**src/rtl/parking_pkg.sv**
```systemverilog
// Shared types and constants for the parking slot manager: gate FSM states,
// access-FSM indicator codes and default lot sizing.
package parking_pkg;

    localparam int DEFAULT_CAPACITY  = 8;
    localparam int DEFAULT_GATE_TIME = 16;

    localparam logic [2:0] IND_IDLE      = 3'b000;
    localparam logic [2:0] IND_HOLD      = 3'b001;
    localparam logic [2:0] IND_WRONG_PWD = 3'b010;
    localparam logic [2:0] IND_RIGHT_PWD = 3'b011;
    localparam logic [2:0] IND_STOP      = 3'b100;

    typedef enum logic [1:0] {
        G_IDLE = 2'd0,
        G_OPEN = 2'd1,
        G_PASS = 2'd2
    } gate_state_t;

endpackage

```
**src/rtl/rise_detect.sv**
```systemverilog
// Registered 1-bit rising-edge detector. A level that is already high when
// reset releases is not reported until it has first been seen low.
module rise_detect (
    input  logic CLOCK,
    input  logic RESET,
    input  logic din,
    output logic rise
);

    logic prev;
    logic armed;

    // NOTE: clocked state always uses non-blocking (<=) so every flop samples
    // pre-edge values; blocking here would create order-dependent races.
    always_ff @(posedge CLOCK or posedge RESET) begin
        if (RESET) begin
            prev  <= 1'b0;
            armed <= 1'b0;
        end else begin
            prev  <= din;
            armed <= armed | ~din;
        end
    end

    assign rise = din & ~prev & armed;

endmodule

```
**src/rtl/parking_slot_manager.sv**
```systemverilog
// Parking lot entry gate controller: opens the barrier on a fresh access grant,
// times out if no car arrives, and tracks lot occupancy from entries and exits.
module parking_slot_manager
    import parking_pkg::*;
#(
    parameter int CAPACITY  = DEFAULT_CAPACITY,
    parameter int GATE_TIME = DEFAULT_GATE_TIME
) (
    input  logic                           CLOCK,
    input  logic                           RESET,
    input  logic                           Green,
    input  logic [2:0]                     INDICATOR,
    input  logic                           car_in_sensor,
    input  logic                           car_out_sensor,
    output logic                           gate_open,
    output logic [$clog2(CAPACITY+1)-1:0]  occupancy,
    output logic                           full,
    output logic                           empty,
    output logic                           deny,
    output logic                           timeout
);

    localparam int OW = $clog2(CAPACITY + 1);
    localparam int TW = (GATE_TIME > 1) ? $clog2(GATE_TIME) : 1;
    localparam logic [OW-1:0] CAP_V      = OW'(CAPACITY);
    localparam logic [TW-1:0] TIMER_LOAD = TW'(GATE_TIME - 1);

    gate_state_t   state, state_nxt;
    logic [TW-1:0] timer, timer_nxt;
    logic          grant, grant_evt, exit_evt;
    logic          inc_req, dec_req;
    logic          deny_nxt, timeout_nxt;
    logic [OW-1:0] occ_nxt;

    assign grant = Green & (INDICATOR == IND_RIGHT_PWD);

    rise_detect u_grant_edge (
        .CLOCK (CLOCK),
        .RESET (RESET),
        .din   (grant),
        .rise  (grant_evt)
    );

    rise_detect u_exit_edge (
        .CLOCK (CLOCK),
        .RESET (RESET),
        .din   (car_out_sensor),
        .rise  (exit_evt)
    );

    always_ff @(posedge CLOCK or posedge RESET) begin
        if (RESET) begin
            state   <= G_IDLE;
            timer   <= '0;
            deny    <= 1'b0;
            timeout <= 1'b0;
        end else begin
            state   <= state_nxt;
            timer   <= timer_nxt;
            deny    <= deny_nxt;
            timeout <= timeout_nxt;
        end
    end

    // NOTE: every signal written here gets a default first, so no path can
    // leave one unassigned and infer a latch.
    always_comb begin
        state_nxt   = state;
        timer_nxt   = timer;
        deny_nxt    = 1'b0;
        timeout_nxt = 1'b0;
        inc_req     = 1'b0;
        unique case (state)
            G_IDLE: begin
                if (grant_evt) begin
                    if (full) begin
                        deny_nxt = 1'b1;
                    end else begin
                        state_nxt = G_OPEN;
                        timer_nxt = TIMER_LOAD;
                    end
                end
            end
            G_OPEN: begin
                // A car at the gate wins over an expiring window.
                if (car_in_sensor) begin
                    state_nxt = G_PASS;
                end else if (timer == '0) begin
                    state_nxt   = G_IDLE;
                    timeout_nxt = 1'b1;
                end else begin
                    timer_nxt = timer - TW'(1);
                end
            end
            G_PASS: begin
                if (!car_in_sensor) begin
                    state_nxt = G_IDLE;
                    inc_req   = 1'b1;
                end
            end
            default: state_nxt = G_IDLE;
        endcase
    end

    assign dec_req = exit_evt & (occupancy != '0);

    always_comb begin
        occ_nxt = occupancy;
        if (inc_req && !dec_req) begin
            if (occupancy != CAP_V)
                occ_nxt = occupancy + OW'(1);
        end else if (dec_req && !inc_req) begin
            occ_nxt = occupancy - OW'(1);
        end
    end

    // Flags are derived from the next count so they change on the same edge.
    always_ff @(posedge CLOCK or posedge RESET) begin
        if (RESET) begin
            occupancy <= '0;
            full      <= 1'b0;
            empty     <= 1'b1;
        end else begin
            occupancy <= occ_nxt;
            full      <= (occ_nxt == CAP_V);
            empty     <= (occ_nxt == '0);
        end
    end

    assign gate_open = (state == G_OPEN) || (state == G_PASS);

endmodule
```
**config.mk**
```make
export PLATFORM = sky130hd
export DESIGN_NAME = parking_slot_manager
export DESIGN_NICKNAME = d
export VERILOG_FILES = /design/src/rtl/parking_pkg.sv /design/src/rtl/rise_detect.sv /design/src/rtl/parking_slot_manager.sv
export SDC_FILE = /design/constraint.sdc
export NUM_CORES = 1
export LEC_CHECK = 0
export CORE_ASPECT_RATIO = 1.4
export CORE_MARGIN = 10
export CORE_UTILIZATION = 45
export CTS_CLUSTER_DIAMETER = 120
export DETAILED_ROUTE_END_ITERATION = 16
export HOLD_SLACK_MARGIN = 0.03
export PLACE_DENSITY_LB_ADDON = 0.08
export SYNTH_ARGS = -nofsm -noshare
export SYNTH_HDL_FRONTEND = slang
export SYNTH_SLANG_ARGS = --single-unit
```
**constraint.sdc**
```tcl
create_clock -name CLOCK -period 2.6 [get_ports CLOCK]
set_input_delay 0.65 -clock CLOCK [delete_from_list [all_inputs] [get_ports CLOCK]]
set_output_delay 0.65 -clock CLOCK [all_outputs]
set_load 0.01 [all_outputs]
```
==> results.ini <==
[worst_setup_path]
worstPathArrival_ns=1.57
start_kind=register
cp_max_fo=4
criticalPathCategory=reg2out
end_kind=primary output
worstPathCellList=inv_1 > ha_1 > clkdlybuf4s50_1
critPathMaxStageDelay_ns=0.53
required_ns=1.95
cpMaxStageDelayCell=clkdlybuf4s50_1

[grt]
grt_max_degree=19
grt_usage=0.0940
overflow=0
grt_use_met1=0.0944
antenna_found_initial=0
grt.busiest_layer=met2
grt_pass1_wl_um=3500
grt_pass1_vias=780
grt.met2_usage=0.160
grt_use_met3=0.0350

[timing]
max-slew-margin-rel=0.561
final-setup-viol-count=0
worstMarginPinSlew_ns=0.658
drv_slew=0
period_needed_ns=2.22
worst_hold_slack_ns=0.457
finalCritPeriodShare=0.853
clock.fmax_mhz=451
rsz0062_at_grt=no
hold_violations=0
setup_tns_ns=0
skew_ns=0.00818

[die]
dieWidth_um=60.4
coreArea_um2=2180
fp.dieH_um=76.5
start_util=0.471
dieArea_um2=4620
io_pins=17
fp-row-count=20

[power_and_ir_drop]
power_frac_comb=0.528
p_switching_uw=497
internal_power_uw=759
p_leak_nw=0.542
p_sw_frac=0.396
clkPwrFrac=0.110
p_seq_frac=0.362
power_density_nw_per_um2=1000
peakVddDrop_v=0.000502

[final_layout]
drive_gt1_frac=0.139
fin_area_um2=1250
areaGrowthSynthToFinish_pct=22.0
fin_util=0.575
nNetsFinal=138
num_antenna_cells=0

[clocking]
htree_levels=1
cts_buffers=3
cts.sinks=18
clkLatencyLatePin_ns=0.28
ctsLongestPathBuffers=2
cts_resized=0
holdBufCountCts=0
clk_pin_slew_ns=0.10
root_buffer=clkbuf_4
cts_tree=yes
cts_setup_buffers=0

[yosys]
syn-instance-count=101
synth.distinct_cells=39
synthesis.area_um2=1030
async_flop_share=1.00
synth_area_leaders=dfrtp_1, ha_1, inv_1
synth_nets=116
seq_area_frac_synth=0.440
synth_edf_count=0
post-synth-top-area-cell=dfrtp_1
ys_warn_count=0
synth-seq-cells=18
synth_top_area_frac=0.415
avgSynthCellArea_um2=10.2
synth_ff_type=dfrtp_1

[drt]
dr.pass1.iters=4
drc=0
drt-initial-drc-count=17
wl_um=2000
via_count=814
wl_per_cell_um=13.9
routed_via_density=5.65
ant_nets=0

[worst_hold_path]
hp-class=reg2reg

[outcome]
outcome=complete, no violations

[place]
placed_cell_area_um2=1220
place_congestion=0.749
io_buffers=16
dpl.hpwl_um=1620

[job]
maxCapViolCount=0

-- per-stage QoR --
stage | setup slack, ns | power (mW) | instances
2_1_floorplan | 0.580 | 0.885 | 101
3_3_place_gp | 0.294 | 1.12 | 140
6_report | 0.382 | 1.26 | 144
4_1_cts | 0.355 | 1.27 | 144
5_1_grt | 0.245 | 1.38 | 144
3_5_place_dp | 0.230 | 1.13 | 140
-- critical path: cells and delay by family (launching register included) --
| kind | cells | cell delay, ns |
|---|---|---|
| adders and majority gates | 1 | 0.28 |
| buffers and inverters | 2 | 0.62 |
| DFF | 1 | 0.38 |
-- state kept, by name, summed over array words and instances, names as in the netlist --
name and cells:
empty 1, u_grant_edge.prev 1, u_exit_edge.prev 1, u_exit_edge.armed 1, state 2, timeout 1, full 1, u_grant_edge.armed 1
occupancy 4, timer 4, deny 1
-- Yosys cell counts (all sizes together) (2+ instances only) --
master and number:
a21oi 5, a31oi 3, and3 3, dfrtp 17, ha 7, inv 10, nand2 7, nand2b 5
nand3 2, nand3b 3, nor2 4, nor3 4, nor3b 2, nor4 2, o211ai 2, o21ai 4
or3b 2, xnor2 3
-- power by group through the flow --
stage	clock, mW	combinational (mW)	sequential [mW]
2_1_floorplan	0	0.426	0.459
4_1_cts	0.146	0.672	0.454
5_1_grt	0.163	0.744	0.468
3_5_place_dp	0	0.669	0.458
6_report	0.139	0.664	0.454
3_3_place_gp	0	0.658	0.460
-- cells in the final DEF (no fill, tap or decap), types with 2 or more instances in the layout --
cell / count
xnor2_1: 3
dfrtp_1: 17
nor2_1: 4
inv_1: 10
nor4_1: 2
o211ai_1: 2
o21ai_0: 4
buf_4: 2
nand2b_1: 5
clkdlybuf4s50_1: 16
nand3b_1: 3
nor3_1: 2
and3_1: 2
nand3_1: 2
a31oi_1: 3
clkbuf_4: 3
a21oi_1: 4
nand2_1: 7
nor3_2: 2
ha_1: 7
-- layout make-up --
class / instances / area (um^2)
sequential: 18 / 452
multi-input combinational: 72 / 533
fill: 206 / 926
tap: 22 / 27.5
inverter: 10 / 37.5
clock buffer: 4 / 26.3
timing repair buffer: 18 / 175
-- cells by family after synthesis --
family	count (synthesis)	synth area share
simple gates	39	0.245
compound gates	22	0.152
flops	18	0.440
buf+inv	11	0.0402
fa+ha+maj	7	0.0854
xor+xnor	3	0.0256
mux	1	0.0110
-- final timing paths --
kind	from	end	slack, ns	depth (start not counted)
setup / recovery	state[1]$_DFFE_PP0P_	gate_open	0.38	3
hold / removal	u_grant_edge.prev$_DFF_PP0_	deny$_DFF_PP0_	0.46	1
setup reg to reg	occupancy[0]$_DFF_PP0_	full$_DFF_PP0_	0.40	6
hold reg to reg	u_grant_edge.prev$_DFF_PP0_	deny$_DFF_PP0_	0.46	1
max in group asynchronous	RESET	full$_DFF_PP0_	1.43	2
min in group asynchronous	RESET	timer[3]$_DFFE_PP0P_	0.75	2
-- routing by layer --
layer	up-vias	routed length (um)	share of wire
met2	13	1120	0.56
met4	0	31	0.015
met1	393	742	0.37
met5	-	0	0
met3	4	110	0.055
li1	404	-	-
Power figures use the tool's default switching activity.
